[src/rtl/eth_pkg.sv]
// Shared Ethernet constants and receive FSM state type.
// Used by the GMII receive framer and the transmit path.
package eth_pkg;

  localparam logic [7:0]  ETH_PREAMBLE    = 8'h55;
  localparam logic [7:0]  ETH_SFD         = 8'hD5;
  localparam logic [31:0] ETH_CRC_POLY    = 32'hEDB88320;
  localparam logic [31:0] ETH_CRC_INIT    = 32'hFFFFFFFF;
  localparam logic [31:0] ETH_CRC_RESIDUE = 32'hDEBB20E3;

  typedef enum logic [1:0] {
    IDLE,
    PREAMBLE,
    DATA,
    DROP
  } rx_state_t;

endpackage

[src/rtl/crc32_d8.sv]
// Combinational CRC-32 step, one byte, reflected, LSB first.
// Shared by the receive framer and the transmit path.
import eth_pkg::*;

module crc32_d8 (
  input  logic [31:0] crc,
  input  logic [7:0]  data,
  output logic [31:0] crc_next
);

  logic [31:0] c;

  always_comb begin
    c = crc;
    for (int i = 0; i < 8; i++) begin
      c = {1'b0, c[31:1]} ^ (ETH_CRC_POLY & {32{c[0] ^ data[i]}});
    end
  end

  assign crc_next = c;

endmodule

[src/rtl/gmii_rx_framer.sv]
// GMII receive framer: strips preamble/SFD, checks CRC-32,
// withholds FCS, reports per-frame status and frame counters.
import eth_pkg::*;

module gmii_rx_framer #(
  parameter int MIN_LEN = 64,
  parameter int MAX_LEN = 1518
) (
  input  logic        clock,
  input  logic        reset,
  input  logic        rx_dv,
  input  logic [7:0]  rx_data,
  output logic        out_valid,
  output logic [7:0]  out_data,
  output logic        out_sof,
  output logic        done,
  output logic        done_good,
  output logic [10:0] done_len,
  output logic [15:0] good_count,
  output logic [15:0] bad_count
);

  localparam logic [10:0] LEN_SAT = 11'h7FF;

  rx_state_t       state;
  rx_state_t       nstate;
  logic [31:0]     crc;
  logic [31:0]     crc_nxt;
  logic [10:0]     len;
  logic [3:0][7:0] dly;
  logic            sfd;
  logic            take;
  logic            eof;
  logic            frame_ok;

  crc32_d8 u_crc (
    .crc      (crc),
    .data     (rx_data),
    .crc_next (crc_nxt)
  );

  always_ff @(posedge clock or posedge reset) begin
    if (reset) state <= IDLE;
    else       state <= nstate;
  end

  always_comb begin
    nstate = state;
    unique case (state)
      IDLE: begin
        if (rx_dv)
          nstate = (rx_data == ETH_PREAMBLE) ? PREAMBLE : DROP;
      end
      PREAMBLE: begin
        if (!rx_dv)                       nstate = IDLE;
        else if (rx_data == ETH_SFD)      nstate = DATA;
        else if (rx_data != ETH_PREAMBLE) nstate = DROP;
      end
      DATA: if (!rx_dv) nstate = IDLE;
      DROP: if (!rx_dv) nstate = IDLE;
      default: nstate = IDLE;
    endcase
  end

  assign sfd  = (state == PREAMBLE) && rx_dv &&
                (rx_data == ETH_SFD);
  assign take = (state == DATA) && rx_dv;
  assign eof  = (state == DATA) && !rx_dv;

  assign frame_ok = (crc == ETH_CRC_RESIDUE) &&
                    (len >= 11'(MIN_LEN)) &&
                    (len <= 11'(MAX_LEN));

  always_ff @(posedge clock or posedge reset) begin
    if (reset) begin
      crc        <= '0;
      len        <= '0;
      dly        <= '0;
      out_valid  <= 1'b0;
      out_data   <= '0;
      out_sof    <= 1'b0;
      done       <= 1'b0;
      done_good  <= 1'b0;
      done_len   <= '0;
      good_count <= '0;
      bad_count  <= '0;
    end else begin
      out_valid <= 1'b0;
      out_data  <= '0;
      out_sof   <= 1'b0;
      done      <= 1'b0;
      done_good <= 1'b0;
      done_len  <= '0;
      if (sfd) begin
        crc <= ETH_CRC_INIT;
        len <= '0;
      end
      if (take) begin
        crc <= crc_nxt;
        dly <= {dly[2:0], rx_data};
        if (len != LEN_SAT) len <= len + 11'd1;
        // oldest byte leaves once 4 newer bytes are behind it
        if (len >= 11'd4) begin
          out_valid <= 1'b1;
          out_data  <= dly[3];
          out_sof   <= (len == 11'd4);
        end
      end
      if (eof) begin
        done      <= 1'b1;
        done_good <= frame_ok;
        done_len  <= len;
        if (frame_ok) begin
          if (good_count != 16'hFFFF) good_count <= good_count + 16'd1;
        end else begin
          if (bad_count != 16'hFFFF) bad_count <= bad_count + 16'd1;
        end
      end
    end
  end

endmodule

[config.mk]
export PLATFORM = sky130hd
export DESIGN_NAME = gmii_rx_framer
export DESIGN_NICKNAME = d
export VERILOG_FILES = /design/src/rtl/eth_pkg.sv /design/src/rtl/crc32_d8.sv /design/src/rtl/gmii_rx_framer.sv
export SDC_FILE = /design/constraint.sdc
export NUM_CORES = 1
export LEC_CHECK = 0
export ABC_AREA = 1
export BUFFER_PORTS_ARGS = -buffer_cell sky130_fd_sc_hd__buf_4
export CAP_MARGIN = 20
export CORE_MARGIN = 8
export CORE_UTILIZATION = 45
export DETAILED_ROUTE_END_ITERATION = 8
export HOLD_SLACK_MARGIN = 0.1
export PLACE_DENSITY = 0.68
export REMOVE_ABC_BUFFERS = 1
export SLEW_MARGIN = 20
export SYNTH_ARGS = -nofsm -noshare
export SYNTH_HDL_FRONTEND = slang
export SYNTH_HIERARCHICAL = 1
export SYNTH_SLANG_ARGS = --single-unit
[constraint.sdc]
create_clock -name clock -period 3.4 [get_ports clock]
set_input_delay 0.17 -clock clock [delete_from_list [all_inputs] [get_ports clock]]
set_output_delay 0.17 -clock clock [all_outputs]
set_load 0.02 [all_outputs]
==> results_tabular.tex <==
\begin{tabular}{lr}
\hline
Metric & Value \\
\hline
\multicolumn{2}{l}{\textbf{Run status}} \\
\quad Run status & completed \\
\multicolumn{2}{l}{\textbf{Placed design}} \\
\quad Routability Congestion & about 0.91 \\
\quad Placed wire-length estimate after detailed placement & about 12 mm \\
\quad Post-place setup slack & between 1 and 1.5 ns \\
\quad Placed standard-cell area & 8120 um\^{}2 \\
\quad PortBufs & 65 \\
\multicolumn{2}{l}{\textbf{Pwr}} \\
\quad P\_int & just over 4000 uW \\
\quad Power Density & 770 nW/um\^{}2 \\
\quad Peak supply drop & $\sim$470 uV \\
\quad Post-route total power & 6760 uW \\
\quad Fraction of power spent switching nets & around two fifths \\
\quad Leak Pwr & roughly 0.0045 uW \\
\quad Relative contribution of sequential cells to total power & around 35\% \\
\quad Clock network fraction of design power & between 20\% and 30\% \\
\quad Share of power burned in combinational logic & between 30\% and 40\% \\
\quad Net switching power & roughly 2700 uW \\
\multicolumn{2}{l}{\textbf{Clock network}} \\
\quad Clock-pin transition on the worst setup and hold timing paths & about 0.060 ns \\
\quad Maximum buffer depth of the clock tree & 2 \\
\quad Worst skew pair latency & between 0.4 and 0.5 ns \\
\quad Buffers inserted during post-CTS setup optimization & 0 \\
\quad TritonCTS clock tree & yes \\
\quad Clock root cell & clkbuf\_16 \\
\quad TritonCTS Buffers & 17 \\
\quad Post-cts resize count & 0 \\
\quad H-tree level count & 4 \\
\quad Number of sinks handled by clock tree synthesis & approximately 130 \\
\multicolumn{2}{l}{\textbf{Die}} \\
\quad Width of the die & about 140 um \\
\quad Die footprint & between 20000 and 25000 um\^{}2 \\
\quad Total core area & around 16000 um\^{}2 \\
\quad \# IOs & between 60 and 70 \\
\quad Placement Rows & 47 \\
\quad Vert. Die Dim & between 100 and 150 um \\
\quad Initial core utilization & 45.4\% \\
\multicolumn{2}{l}{\textbf{Synthesis}} \\
\quad Synthesis Warnings & 6 \\
\quad Share of the yosys chip area belonging to registers & 44.5\% \\
\quad Cell area after synthesis & roughly 7400 um\^{}2 \\
\quad Unique masters post-synth & 41 \\
\quad Avg Synthesized Cell Area & between 7 and 8 um\^{}2 \\
\quad Synthesis-stage register bit count & about 130 \\
\quad Number of instances in the synthesized netlist & 941 \\
\multicolumn{2}{l}{\textbf{Drt}} \\
\quad Via count normalized by instance count & a little under 5 \\
\quad Total iterations of the first detailed-routing run & 6 \\
\quad Routed via count & between 6000 and 7000 \\
\quad Total wirelength of the detailed-routed design & around 17 mm \\
\quad Detail Route met3 WL & about 830 um \\
\quad Iteration-0 DRC count of the detailed router & roughly 490 \\
\quad Met1 Routed Length & about 7.5 mm \\
\quad Wirelength per Cell & about 13 um \\
\quad Antenna viol nets, final & 0 \\
\quad Highest routed layer & met4 \\
\quad Met2 Routed Length & 8.10 mm \\
\quad Detailed-route DRC error count & 0 \\
\multicolumn{2}{l}{\textbf{STA}} \\
\quad Worst clock skew on the final layout & approximately 0.0065 ns \\
\quad Accumulated negative setup slack & 0 ns \\
\quad Actual slew at the worst max-slew pin & 0.853 ns \\
\quad Max-Slew Margin vs Limit & a little over two fifths \\
\quad Ratio of final minimum period to clock period & around three fifths \\
\quad Number of slew-limit violations in the final report & 0 \\
\quad Post-route worst setup slack & roughly 1.3 ns \\
\quad Final setup violation count & 0 \\
\quad Count of endpoints failing hold in the final timing report & 0 \\
\quad Min cycle time layout & about 2.1 ns \\
\quad Maximum frequency from static timing analysis & 476 MHz \\
\quad Setup repair after global routing missed its margin & false \\
\multicolumn{2}{l}{\textbf{Min path}} \\
\quad Number of instances on the worst hold path & 3 \\
\quad Min-delay worst type & input pin to register \\
\quad Worst Hold Launch & rx\_data[3] \\
\quad Hold Path End & dly[3] \\
\multicolumn{2}{l}{\textbf{Setup path}} \\
\quad Arrival time reported for the critical path endpoint & $\sim$2.4 ns \\
\quad CP Capture Type & register \\
\quad Worst endpoint required time & about 3.7 ns \\
\quad Worst reg-to-reg path cell count & 5 \\
\quad Launching point of the worst reg2reg path & state[0] \\
\quad Worst Path Class, Setup & register to register \\
\quad Nature of the critical path startpoint & register \\
\quad Reg2reg setup slack & approximately 1.3 ns \\
\quad Worst flop-to-flop path endpoint & good\_count[15] \\
\quad CP max FO & 24 \\
\multicolumn{2}{l}{\textbf{Layout}} \\
\quad Filler Cells Inserted & between 1500 and 2000 \\
\quad Fraction of final layout cells with drive strength greater than 1 & 16.7\% \\
\quad Count of antenna diodes in the layout & 0 \\
\quad Net total in the final layout & around 1000 \\
\quad Most common cell after layout, fill and taps aside & nand2\_1 \\
\quad Synthesis-to-layout area growth & 18.2\% \\
\quad Most frequent cells in the layout & 306 x nand2\_1, 132 x dfrtp\_1, 98 x inv\_1 \\
\quad Multi-input logic area & 3580 um\^{}2 \\
\quad Final instance area & 8780 um\^{}2 \\
\quad Area occupied by registers & 3300 um\^{}2 \\
\quad Utilization after layout & 53.7\% \\
\multicolumn{2}{l}{\textbf{GRT}} \\
\quad Total routing resource utilization after global routing & between 15 and 20\% \\
\quad Number of global-route vias before repair & 5635 \\
\quad Maximum number of pins on one net before global-route repair & between 90 and 100 \\
\quad Total overflow reported by the global router & 0 \\
\quad Number of antenna violations at the first check in global routing & 0 \\
\quad Wire length of the first global-routing pass & about 27 mm \\
\multicolumn{2}{l}{\textbf{Flow run}} \\
\quad Number of max-cap violations & 0 \\
\hline
\end{tabular}
power by group through the flow:
stage          clock, uW  sequential, uW  combinational, uW
2_1_floorplan          0            2330               2030
3_3_place_gp           0            2350               2540
3_5_place_dp           0            2360               2580
4_1_cts             1840            2340               2610
5_1_grt             1930            2410               2940
6_report            1810            2340               2610
sequential cells by signal, summed over array words and instances, names as in the netlist:
| name | flops |
|---|---|
| len | 11 |
| good_count | 16 |
| done | 1 |
| dly | 32 |
| done_len | 11 |
| out_valid | 1 |
| out_sof | 1 |
| out_data | 8 |
| state | 2 |
| done_good | 1 |
| crc | 32 |
| bad_count | 16 |
synthesized netlist by cell type:
cell,instances,area [um^2]
and2_1,1,6.26
o21ai_0,23,115
a21oi_1,19,95.1
o22a_1,16,140
inv_4,3,18.8
xor2_2,2,32.5
nand3b_1,1,7.51
nor2_4,2,22.5
buf_2,9,45.0
a31oi_1,1,6.26
nand4_4,1,21.3
nor2_1,83,312
ha_1,4,50.1
o32ai_1,1,8.76
buf_6,3,33.8
nor3_2,1,10.0
inv_1,99,372
o211ai_1,2,15.0
dfrtp_1,132,3300
o22ai_1,2,12.5
inv_2,6,22.5
nor3_1,10,50.1
xor2_4,1,27.5
nand4_2,1,12.5
a22oi_1,1,7.51
nand3_2,6,60.1
nand2_8,1,20.0
o31ai_1,2,15.0
xnor2_1,19,166
nand4_1,38,238
nand2_1,306,1150
nor2_2,6,37.5
nand2_4,14,158
buf_4,2,15.0
clkbuf_1,11,41.3
nand2_2,21,131
o21ai_2,1,8.76
or2_4,1,8.76
xor2_1,44,385
nand3_1,43,215
xnor2_2,2,32.5
metrics by stage:
| step | std cells | hold WS (ns) |
|---|---|---|
| detailed placement | 1206 | 0.414 |
| finish | 1245 | 0.110 |
| floorplan | 916 | 0.274 |
| global placement | 1206 | 0.411 |
| global route | 1245 | 0.116 |
| CTS | 1245 | 0.101 |
layout make-up:
cell class / instances / area share (%)
clock inverters: 14 / 1.77
well taps: 220 / 3.14
inverters: 108 / 4.76
clock buffers: 17 / 4.85
flip-flops and latches: 132 / 37.6
multi-input cells: 676 / 40.8
repair buffers: 78 / 7.04
how the worst max path moves through the flow:
stage,start,to
CTS,state[0],good_count[15]
global route,len[7],bad_count[14]
finish,state[0],good_count[15]
global placement,state[0],good_count[7]
detailed placement,state[0],good_count[7]
floorplan,reset,bad_count[0]
worst max-delay path: stages (launching register included):
cell and delay [ns]:
dfrtp_1 0.44, nor3_4 0.63, buf_4 0.41, nand4_4 0.29, nand2_1 0.15, nand2_1 0.06
per-layer routing:
metal | track usage, % | vias to the layer above
met3 | 3.99 | 14
met5 | 0 | -
met1 | 21.7 | 2888
li1 | - | 3114
met4 | 5.70 | 0
met2 | 26.7 | 146
cell families after synthesis:
kind of cell | share of synthesized area, %
and+or+nand+nor | 33.1
buffers and inverters | 7.38
DFF | 44.5
AOI/OAI and AO/OA | 5.71
xor gates and xnor gates | 8.67
adders and majority gates | 0.674
repair_timing:
action | CTS | global route
hold buffers | 8 | 0
endpoints found under the setup margin | 0 | 0
endpoints found under the hold margin | 100 | 0
Power figures use the tool's default switching activity.
